### src/rtl/ysyx_24100012_lsu_pkg.sv
// ysyx_24100012_lsu_pkg: func3 codes, FSM state encoding and defaults for the LSU.
// Rev 1.0
`default_nettype none

package ysyx_24100012_lsu_pkg;

  localparam logic [2:0] LB  = 3'b000;
  localparam logic [2:0] LH  = 3'b001;
  localparam logic [2:0] LW  = 3'b010;
  localparam logic [2:0] LBU = 3'b100;
  localparam logic [2:0] LHU = 3'b101;
  localparam logic [2:0] SB  = 3'b000;
  localparam logic [2:0] SH  = 3'b001;
  localparam logic [2:0] SW  = 3'b010;

  typedef enum logic [1:0] {
    IDLE = 2'd0,
    REQ  = 2'd1,
    WAIT = 2'd2,
    DONE = 2'd3
  } lsu_state_t;

  localparam int TIMEOUT_DEFAULT = 255;

endpackage

`default_nettype wire

### src/rtl/ysyx_24100012_lsu_align.sv
// ysyx_24100012_lsu_align: legality check, store lane shifting and load extraction.
// Rev 1.0
`default_nettype none

module ysyx_24100012_lsu_align
  import ysyx_24100012_lsu_pkg::*;
(
  input  logic        wen,
  input  logic [2:0]  func3,
  input  logic [1:0]  offset,
  input  logic [31:0] wdata,
  input  logic [2:0]  ld_func3,
  input  logic [1:0]  ld_offset,
  input  logic [31:0] rdata,
  output logic        legal,
  output logic [3:0]  wstrb,
  output logic [31:0] wdata_sh,
  output logic [31:0] load_data
);

  logic [31:0] shifted;

  always_comb begin
    legal = 1'b0;
    case (func3)
      LB:      legal = 1'b1;
      LH:      legal = ~offset[0];
      LW:      legal = (offset == 2'b00);
      LBU:     legal = ~wen;
      LHU:     legal = ~wen & ~offset[0];
      default: legal = 1'b0;
    endcase
  end

  always_comb begin
    wstrb = 4'b1111;
    case (func3)
      SB:      wstrb = 4'b0001 << offset;
      SH:      wstrb = 4'b0011 << offset;
      default: wstrb = 4'b1111;
    endcase
    wdata_sh = wdata << {offset, 3'b000};
  end

  // Load path uses the captured op, not the live EXU inputs.
  always_comb begin
    shifted   = rdata >> {ld_offset, 3'b000};
    load_data = shifted;
    case (ld_func3)
      LB:      load_data = {{24{shifted[7]}}, shifted[7:0]};
      LBU:     load_data = {24'd0, shifted[7:0]};
      LH:      load_data = {{16{shifted[15]}}, shifted[15:0]};
      LHU:     load_data = {16'd0, shifted[15:0]};
      default: load_data = shifted;
    endcase
  end

endmodule

`default_nettype wire

### src/rtl/ysyx_24100012_lsu.sv
// ysyx_24100012_lsu: multi-cycle single-outstanding load/store unit (EXU -> bus -> WBU).
// Rev 1.0. Optional WAIT watchdog enabled by defining YSYX_LSU_TIMEOUT_EN.
`default_nettype none

module ysyx_24100012_lsu
  import ysyx_24100012_lsu_pkg::*;
#(
  parameter int ADDR_WIDTH     = 32,
  parameter int DATA_WIDTH     = 32,
  parameter int TIMEOUT_CYCLES = TIMEOUT_DEFAULT
) (
  input  logic                  clk,
  input  logic                  rst,
  input  logic                  in_valid,
  output logic                  in_ready,
  input  logic                  in_wen,
  input  logic [2:0]            in_func3,
  input  logic [ADDR_WIDTH-1:0] in_addr,
  input  logic [DATA_WIDTH-1:0] in_wdata,
  input  logic [4:0]            in_rd,
  output logic                  mem_req_valid,
  input  logic                  mem_req_ready,
  output logic                  mem_req_wen,
  output logic [ADDR_WIDTH-1:0] mem_req_addr,
  output logic [DATA_WIDTH-1:0] mem_req_wdata,
  output logic [3:0]            mem_req_wstrb,
  input  logic                  mem_resp_valid,
  input  logic [DATA_WIDTH-1:0] mem_resp_rdata,
  output logic                  out_valid,
  input  logic                  out_ready,
  output logic [DATA_WIDTH-1:0] out_rdata,
  output logic [4:0]            out_rd,
  output logic                  out_is_load,
  output logic                  out_err
);

  lsu_state_t  state;
  logic        wen_q;
  logic [2:0]  func3_q;
  logic [1:0]  offset_q;

  logic        legal;
  logic [3:0]  strb;
  logic [31:0] wdata_sh;
  logic [31:0] load_data;

  ysyx_24100012_lsu_align u_align (
    .wen       (in_wen),
    .func3     (in_func3),
    .offset    (in_addr[1:0]),
    .wdata     (in_wdata),
    .ld_func3  (func3_q),
    .ld_offset (offset_q),
    .rdata     (mem_resp_rdata),
    .legal     (legal),
    .wstrb     (strb),
    .wdata_sh  (wdata_sh),
    .load_data (load_data)
  );

`ifdef YSYX_LSU_TIMEOUT_EN
  localparam int TMO_W = (TIMEOUT_CYCLES > 255) ? $clog2(TIMEOUT_CYCLES + 1) : 8;
  localparam logic [TMO_W-1:0] TMO_LAST = TMO_W'(TIMEOUT_CYCLES - 1);
  logic [TMO_W-1:0] tmo_cnt;
`else
  logic unused_timeout;
  assign unused_timeout = |TIMEOUT_CYCLES;
`endif

  always_ff @(posedge clk or negedge rst) begin
    if (!rst) begin
      state         <= IDLE;
      in_ready      <= 1'b1;
      wen_q         <= 1'b0;
      func3_q       <= 3'd0;
      offset_q      <= 2'd0;
      mem_req_valid <= 1'b0;
      mem_req_wen   <= 1'b0;
      mem_req_addr  <= '0;
      mem_req_wdata <= '0;
      mem_req_wstrb <= 4'd0;
      out_valid     <= 1'b0;
      out_rdata     <= '0;
      out_rd        <= 5'd0;
      out_is_load   <= 1'b0;
      out_err       <= 1'b0;
`ifdef YSYX_LSU_TIMEOUT_EN
      tmo_cnt       <= '0;
`endif
    end else begin
      case (state)
        IDLE: begin
          if (in_valid) begin
            wen_q       <= in_wen;
            func3_q     <= in_func3;
            offset_q    <= in_addr[1:0];
            out_rd      <= in_rd;
            out_is_load <= ~in_wen;
            in_ready    <= 1'b0;
            if (legal) begin
              state         <= REQ;
              mem_req_valid <= 1'b1;
              mem_req_wen   <= in_wen;
              mem_req_addr  <= {in_addr[ADDR_WIDTH-1:2], 2'b00};
              mem_req_wdata <= in_wen ? wdata_sh : '0;
              mem_req_wstrb <= in_wen ? strb : 4'd0;
              out_err       <= 1'b0;
            end else begin
              // Illegal op completes without touching the bus.
              state     <= DONE;
              out_valid <= 1'b1;
              out_err   <= 1'b1;
              out_rdata <= '0;
            end
          end
        end
        REQ: begin
          if (mem_req_ready) begin
            mem_req_valid <= 1'b0;
            state         <= WAIT;
`ifdef YSYX_LSU_TIMEOUT_EN
            tmo_cnt       <= '0;
`endif
          end
        end
        WAIT: begin
          if (mem_resp_valid) begin
            out_rdata <= wen_q ? '0 : load_data;
            out_err   <= 1'b0;
            out_valid <= 1'b1;
            state     <= DONE;
          end
`ifdef YSYX_LSU_TIMEOUT_EN
          else if (tmo_cnt == TMO_LAST) begin
            out_rdata <= '0;
            out_err   <= 1'b1;
            out_valid <= 1'b1;
            state     <= DONE;
          end else begin
            tmo_cnt <= tmo_cnt + 1'b1;
          end
`endif
        end
        DONE: begin
          if (out_ready) begin
            out_valid <= 1'b0;
            in_ready  <= 1'b1;
            state     <= IDLE;
          end
        end
        default: state <= IDLE;
      endcase
    end
  end

endmodule

`default_nettype wire
### config.mk
export PLATFORM = sky130hd
export DESIGN_NAME = ysyx_24100012_lsu
export DESIGN_NICKNAME = d
export VERILOG_FILES = /design/src/rtl/ysyx_24100012_lsu_pkg.sv /design/src/rtl/ysyx_24100012_lsu_align.sv /design/src/rtl/ysyx_24100012_lsu.sv
export SDC_FILE = /design/constraint.sdc
export NUM_CORES = 1
export LEC_CHECK = 0
export ABC_AREA = 1
export ABC_CLOCK_PERIOD_IN_PS = 1800
export BUFFER_PORTS_ARGS = -buffer_cell sky130_fd_sc_hd__buf_2
export CORE_ASPECT_RATIO = 1.75
export CORE_UTILIZATION = 29
export DETAILED_ROUTE_END_ITERATION = 16
export PLACE_DENSITY_LB_ADDON = 0.12
export SLEW_MARGIN = 10
export SYNTH_ARGS = -nofsm -noshare
export SYNTH_HDL_FRONTEND = slang
export SYNTH_SLANG_ARGS = --single-unit
### constraint.sdc
create_clock -name clk -period 1.8 [get_ports clk]
set_clock_uncertainty 0.1 [all_clocks]
set_input_delay 0 -clock clk [delete_from_list [all_inputs] [get_ports clk]]
set_output_delay 0 -clock clk [all_outputs]
set_load 0.005 [all_outputs]
# --- After elaboration in Yosys (flattened, before gate mapping) ---
# Cells that the tools add are included.
totals:
  reg_bits: 117
  inputBits: 111
  output_inout_bits: 111
  wordCells: 86
classes:
  eq_ne: 16
  n_shift: 4
  muxes: 32
  bitwise_logic: 3
  reduce_logical: 16
ops:
  columns: ["cell", "count"]
  rows:
  - ["32-bit 2-to-1 mux", 5]
  - ["32-bit one-hot mux with 4 select lines", 1]
  - ["32-bit one-hot mux with 2 select lines", 1]
  - ["32-bit by 5-bit << shifter with 32-bit output", 1]
  - ["32-bit by 5-bit >> shifter with 32-bit output", 1]
  - ["3-bit == test, second input constant", 4]
  - ["1-bit 2-to-1 mux", 12]
  - ["2-bit inequality test, second input constant", 6]
  - ["4-bit AND reduction", 3]
  - ["2-bit 2-to-1 mux", 5]
  - ["3-bit AND reduction", 3]
  - ["2-bit one-hot mux with 4 select lines", 1]
  - ["4-bit one-hot mux with 2 select lines", 1]
  - ["3-bit by 1-bit == test with 1-bit output, second input constant", 2]
  - ["3-bit zero test", 2]
  - ["1-bit one-hot mux with 2 select lines", 3]
  - ["2-bit nonzero test", 3]
  - ["1-bit one-hot mux with 5 select lines", 1]
  - ["5-bit AND reduction", 1]
  - ["2-bit == test, second input constant", 2]
  - ["2-bit zero test", 2]
  - ["4-bit 2-to-1 mux", 1]
  - ["1-bit by 2-bit << shifter with 4-bit output, first input constant", 1]
  - ["2-bit by 2-bit << shifter with 4-bit output, first input constant", 1]
  - ["7 further kinds", 8]

# --- Longest topological paths before layout ---
depth:
  depth_word: 6
  depth_mapped: 11
  mapped_depth_nobuf: 9

# --- Modules after synthesis ---
# From an unflattened synthesis, not the netlist that was laid out.
hier_totals:
  cells_unflattened: 820
  hier_area_um2: 6264.8
modules_own_cells:
  columns: ["mod", "n_inst", "cells_per_inst", "area_per_inst_um2", "seq_area_each_um2"]
  rows:
  - ["ysyx_24100012_lsu", 1, 545, 4805.9, 2929.1]
  - ["ysyx_24100012_lsu_align", 1, 275, 1458.9, 0.0]

# --- Worst setup path after synthesis ---
# OpenSTA, ideal clock, no wires.
synth_timing:
  kind: "register -> register"
  startpoint: "register state[0]"
  endpoint: "register mem_req_wdata[13]"
  setup_time_ns: 0.117
  arrival_time_ns: 1.501
  setup_slack_ns: 0.082
  path_stages_with_launch: 11
  path_buffers: 3
  path_cell_list: "dfrtp_1 inv_1 ha_1 buf_4 nand2_2 inv_2 nand3_2 buf_2 buf_6 nand2_1 nand2_1"
synth_between:
  elab_chain_cells: 2
synth_rtl:
  columns: ["element", "line_no", "rtl"]
  rows:
  - ["start, declared", "ysyx_24100012_lsu.sv:37", "lsu_state_t state;"]
  - ["start signal, assigned", "ysyx_24100012_lsu.sv:72", "state <= IDLE;"]
  - ["start signal, assigned", "ysyx_24100012_lsu.sv:101", "state <= REQ;"]
  - ["start signal, assigned", "ysyx_24100012_lsu.sv:110", "state <= DONE;"]
  - ["2-bit zero test", "ysyx_24100012_lsu.sv:91", "case (state)"]
  - ["3-bit AND reduction (no source line)", null, null]
  - ["end signal, assigned", "ysyx_24100012_lsu.sv:105", "mem_req_wdata <= in_wen ? wdata_sh : '0;"]
  - ["end, declared", "ysyx_24100012_lsu.sv:25", "output logic [DATA_WIDTH-1:0] mem_req_wdata,"]
# Every way passes these cells.
# A chain may end at the register's enable or synchronous reset.

# --- Worst setup path after layout ---
layout_timing:
  startpoint: "register state[0]"
  endpoint: "register out_rdata[31]"
layout_between:
  elab_chain_cells: 3
  elab_cells_between_ends: 8
  cone_classes: "4 x eq/ne; 1 x mux; 3 x reduce/logical"
layout_rtl:
  columns: ["element", "line_no", "rtl"]
  rows:
  - ["2-bit == test / 2-bit zero test (equally long branches)", "ysyx_24100012_lsu.sv:91", null]
  - ["2-bit inequality test (no source line) / 2-bit nonzero test (equally long branches)", null, null]
  - ["4-bit AND reduction (no source line)", null, null]
  - ["end signal, assigned", "ysyx_24100012_lsu.sv:128", "out_rdata <= wen_q ? '0 : load_data;"]
  - ["end, declared", "ysyx_24100012_lsu.sv:31", "output logic [DATA_WIDTH-1:0] out_rdata,"]
# Several ways; a longest one is shown, not always the timed one.

==> results.md <==
Floorplan:
- The initial utilization of the core area, before any placement, comes to 0.297.
- During I/O placement, the number of pins put on the boundary was between 200 and 250.
- The die covers between 20000 and 25000 sq um.
- The die is 190 um tall.
- The area of the core is 19700 sq um.
- Measured along the x axis, the die boundary spans roughly 110 um.
- The initialized floorplan defines between 60 and 70 standard-cell rows.

Critical path:
- The critical path goes through inv_1 -> ha_2 -> buf_4 -> nand2_2 -> o21ai_2 -> nor2_4 -> nand3_4 -> clkbuf_16 -> o21ai_2.
- Among all stages on the critical path, the largest delay is contributed by sky130_fd_sc_hd__dfrtp_1.
- For this run, the slowest stage of the critical path takes roughly 0.34 ns.
- The data required time at the worst endpoint is about 2.0 ns.
- Along the worst path, the maximum fanout reaches 8.
- The critical path's most frequent cell is sky130_fd_sc_hd__o21ai_2.
- The critical path capture point type is a flop.
- The worst setup path is launched from a flop.
- The category of the most critical setup path is flop to flop.
- At the worst endpoint, the arrival time is a little under 2 ns.

Global routing:
- The number of antenna violations at the first check in global routing is 0.
- The overall fraction of global-route tracks in use is 0.215.
- The met2 track demand over resource is 0.404.
- For this run, global-route usage on met1 was measured as 0.218.
- The layer with the highest usage after global routing is met2.
- Entering global routing, the biggest net connects 60 pins.
- The number of global-route vias before repair is around 6300.
- The sum of overflow across all layers after global routing is 0.
- The first global-routing pass estimated 33000 um of wire.
- In the global route stage, met3 resource usage came out at 0.0421.

Finish:
- The repair_antennas step left the layout with diodes totalling 0.
- Fill cells in the final layout number slightly above 2000.
- The area growth from synthesis to layout is 59.0%.
- Across the whole layout, storage elements account for 2930 sq um.
- In the final layout, the share of cells above drive strength 1 is 0.296.
- In the final design database the tool counted 1240 nets.
- The footprint of the multi-input gates is about 2600 sq um.

CTS:
- The TritonCTS clock tree is done.
- Clock tree synthesis selected as its root buffer the cell sky130_fd_sc_hd__clkbuf_16.
- The H-tree generated during clock tree synthesis spans 4 levels.
- The number of clock sinks is around 120.
- Clock tree synthesis inserted a total of 17 buffers.
- For the worst-skew pair, the clock arrives at the later sink with an insertion delay of ~0.41 ns.
- After clock tree synthesis, the clock-pin slew on the worst setup and hold paths is 0.05 ns.
- The maximum clock path buffer count is 2.

Detailed routing:
- The total vias in the final route is roughly 6300.
- The routed design has 22400 um of wire.
- The DRC violation total after the first TritonRoute iteration is about 270.
- The length of the first detailed-routing pass in iterations is 7.
- The post-detailed-route wirelength per cell is approximately 16 um.
- After detailed routing, the number of remaining DRC violations is 0.
- The average via count per standard cell is approximately 4.6.
- The count of nets left with antenna violations once routing finished came out at 0.

Logic synthesis:
- In the synthesized netlist the dominant register cell turns out to be sky130_fd_sc_hd__dfrtp_1.
- The number of flops mapped to enable cells by yosys is 0.
- The share of synthesized area in the top cell type comes to 0.496.
- After synthesis, the netlist uses 29 different library cells.
- The commonest cells after synthesis are sky130_fd_sc_hd__nand2_1 (348), sky130_fd_sc_hd__dfrtp_1 (116), sky130_fd_sc_hd__o21ai_0 (75).
- The count of warnings emitted by yosys is 0.
- The post-synthesis sequential element count is between 100 and 150.
- The fraction of registers with async set/reset is 1.00.
- The post-synthesis instance area is between 5000 and 6000 sq um.
- By instance count, the leading cell after synthesis is sky130_fd_sc_hd__nand2_1.
- The largest total area in the synthesized netlist belongs to sky130_fd_sc_hd__dfrtp_1.
- The register area share after synthesis is 0.500.
- The average instance in the mapped netlist occupies around 7.5 sq um.
- By area the synthesized netlist is led by sky130_fd_sc_hd__dfrtp_1 (50%), sky130_fd_sc_hd__nand2_1 (22%), sky130_fd_sc_hd__o21ai_0 (6.4%).
- The number of cells produced by synthesis is approximately 780.

Timing:
- Of the available clock period, the critical path in the final layout requires 0.955.
- Based on the critical path, the design can be clocked at up to 582 MHz.
- The total negative slack for setup checks is 0 ns.
- The number of endpoints with negative hold slack in the final report is 0.
- The number of setup violations in the final report is 0.
- The max-slew violation count came to 0.
- The worst slew margin relative to its limit is 0.497.
- The transition time of the tightest slew-check pin is about 0.75 ns.
- Setup slack closes at approximately 0.08 ns.
- The shortest clock period the worst path allows after layout is 1.72 ns.

Status:
- The flow ran to the end, and the final reports show no timing, DRC or antenna violations.

Worst hold path:
- In this run the worst hold path is classified as input pin to flop.

Place:
- During placement, the flow inserted port buffers numbering 219.
- The estimated wirelength of the detail-placed design is around 16000 um.
- At the placement stage, the worst setup path has a slack of -0.0199 ns.
- Routability-driven placement finished with a final weighted congestion of about 0.85.

Power:
- Total power for the finished layout comes to around 0.014 W.
- The peak ir drop on the vdd network is roughly 0.73 mV.
- The power per standard cell area is about 1500 nW/um^2.
- Summed over all cells, the static leakage comes to a little over 5 nW.

Flow run:
- The tool flagged a number of max-cap violations equal to 0.
[sequential cells by signal, summed over array words and instances (netlist names)]
signal and count:
state 2, mem_req_wen 1, mem_req_wdata 32, in_ready 1, mem_req_wstrb 4, offset_q 2, wen_q 1, out_err 1
mem_req_valid 1, func3_q 3, out_rd 5, mem_req_addr 30, out_rdata 32, out_valid 1, out_is_load 1
[per-layer routing]
layer / wire (um) / share of wire
met5: 0 / 0
met4: 779 / 0.035
met3: 971 / 0.043
met2: 12800 / 0.57
met1: 7840 / 0.35
[metrics by stage]
step / instances / cell area [sq um] / hold WS [ns] / utilization
floorplan: 777 / 5860 / -0.396 / -
global placement: 1233 / 7400 / -0.201 / 0.375
detailed placement: 1233 / 7400 / -0.202 / 0.375
CTS: 1380 / 9140 / 0.0156 / 0.463
global route: 1383 / 9310 / 0.0409 / 0.472
finish: 1383 / 9310 / 0.0276 / 0.472
[path summary, 6_finish.rpt]
check,from,endpoint,slack (ns),cells past startpoint
min reg2reg,mem_req_addr[9],mem_req_addr[9],0.37,2
max in group asynchronous,rst,out_rdata[20],0.42,3
max reg2reg,state[0],out_rdata[31],0.08,9
max,state[0],out_rdata[31],0.08,9
min,in_wdata[12],mem_req_wdata[12],0.03,5
min in group asynchronous,rst,out_rdata[10],0.04,3
[critical path, delay by kind of cell, from the launching register on]
| family | cells | cell delay [ns] |
|---|---|---|
| buffers and inverters | 3 | 0.43 |
| and+or+nand+nor | 3 | 0.38 |
| DFF | 1 | 0.34 |
| AOI/OAI and AO/OA | 2 | 0.21 |
| adders and majority gates | 1 | 0.20 |
[layout by cell type (no fill, tap or decap), drive strengths merged]
| master | n |
|---|---|
| a21oi | 23 |
| a22oi | 8 |
| buf | 259 |
| bufinv | 2 |
| clkbuf | 23 |
| clkinv | 5 |
| clkinvlp | 5 |
| conb | 2 |
| dfrtp | 116 |
| dfstp | 1 |
| dlygate4sd3 | 113 |
| ha | 4 |
| inv | 46 |
| nand2 | 351 |
| nand3 | 25 |
| nor2 | 32 |
| o2111ai | 1 |
| o211ai | 8 |
| o21ai | 106 |
| o21bai | 1 |
| or2 | 7 |
[area by class of cell]
class | count | share of cell area
Clock buffer | 20 | 0.0491
Clock inverter | 12 | 0.0140
Inverter | 46 | 0.0196
Multi-Input combinational cell | 568 | 0.278
Sequential cell | 117 | 0.315
Tap cell | 245 | 0.0329
Timing Repair Buffer | 375 | 0.291
[power breakdown]
| part | internal [W] | switching [W] | total [W] |
|---|---|---|---|
| combinational | 0.00263 | 0.00347 | 0.00610 |
| sequential | 0.00378 | 0.000618 | 0.00440 |
| clock | 0.00210 | 0.00128 | 0.00338 |
| total | 0.00851 | 0.00536 | 0.0139 |
[repair_timing]
action                                  CTS  global route
gates resized for setup                   1            33
pin swaps                                 0             4
endpoints found under the setup margin   10            74
hold endpoints to repair                208             0
setup buffers                             0             1
hold buffers                            115             0
gates cloned                              0             4
[cells by family after synthesis]
family / after synthesis / synth area share
flip-flops: 117 / 0.500
adder cells (fa/ha/maj): 4 / 0.00855
AO/OA/AOI/OAI: 147 / 0.136
AND/OR/NAND/NOR: 415 / 0.283
buffers and inverters: 92 / 0.0710
other: 1 / 0.000641
(Power assumes the default switching activity.)
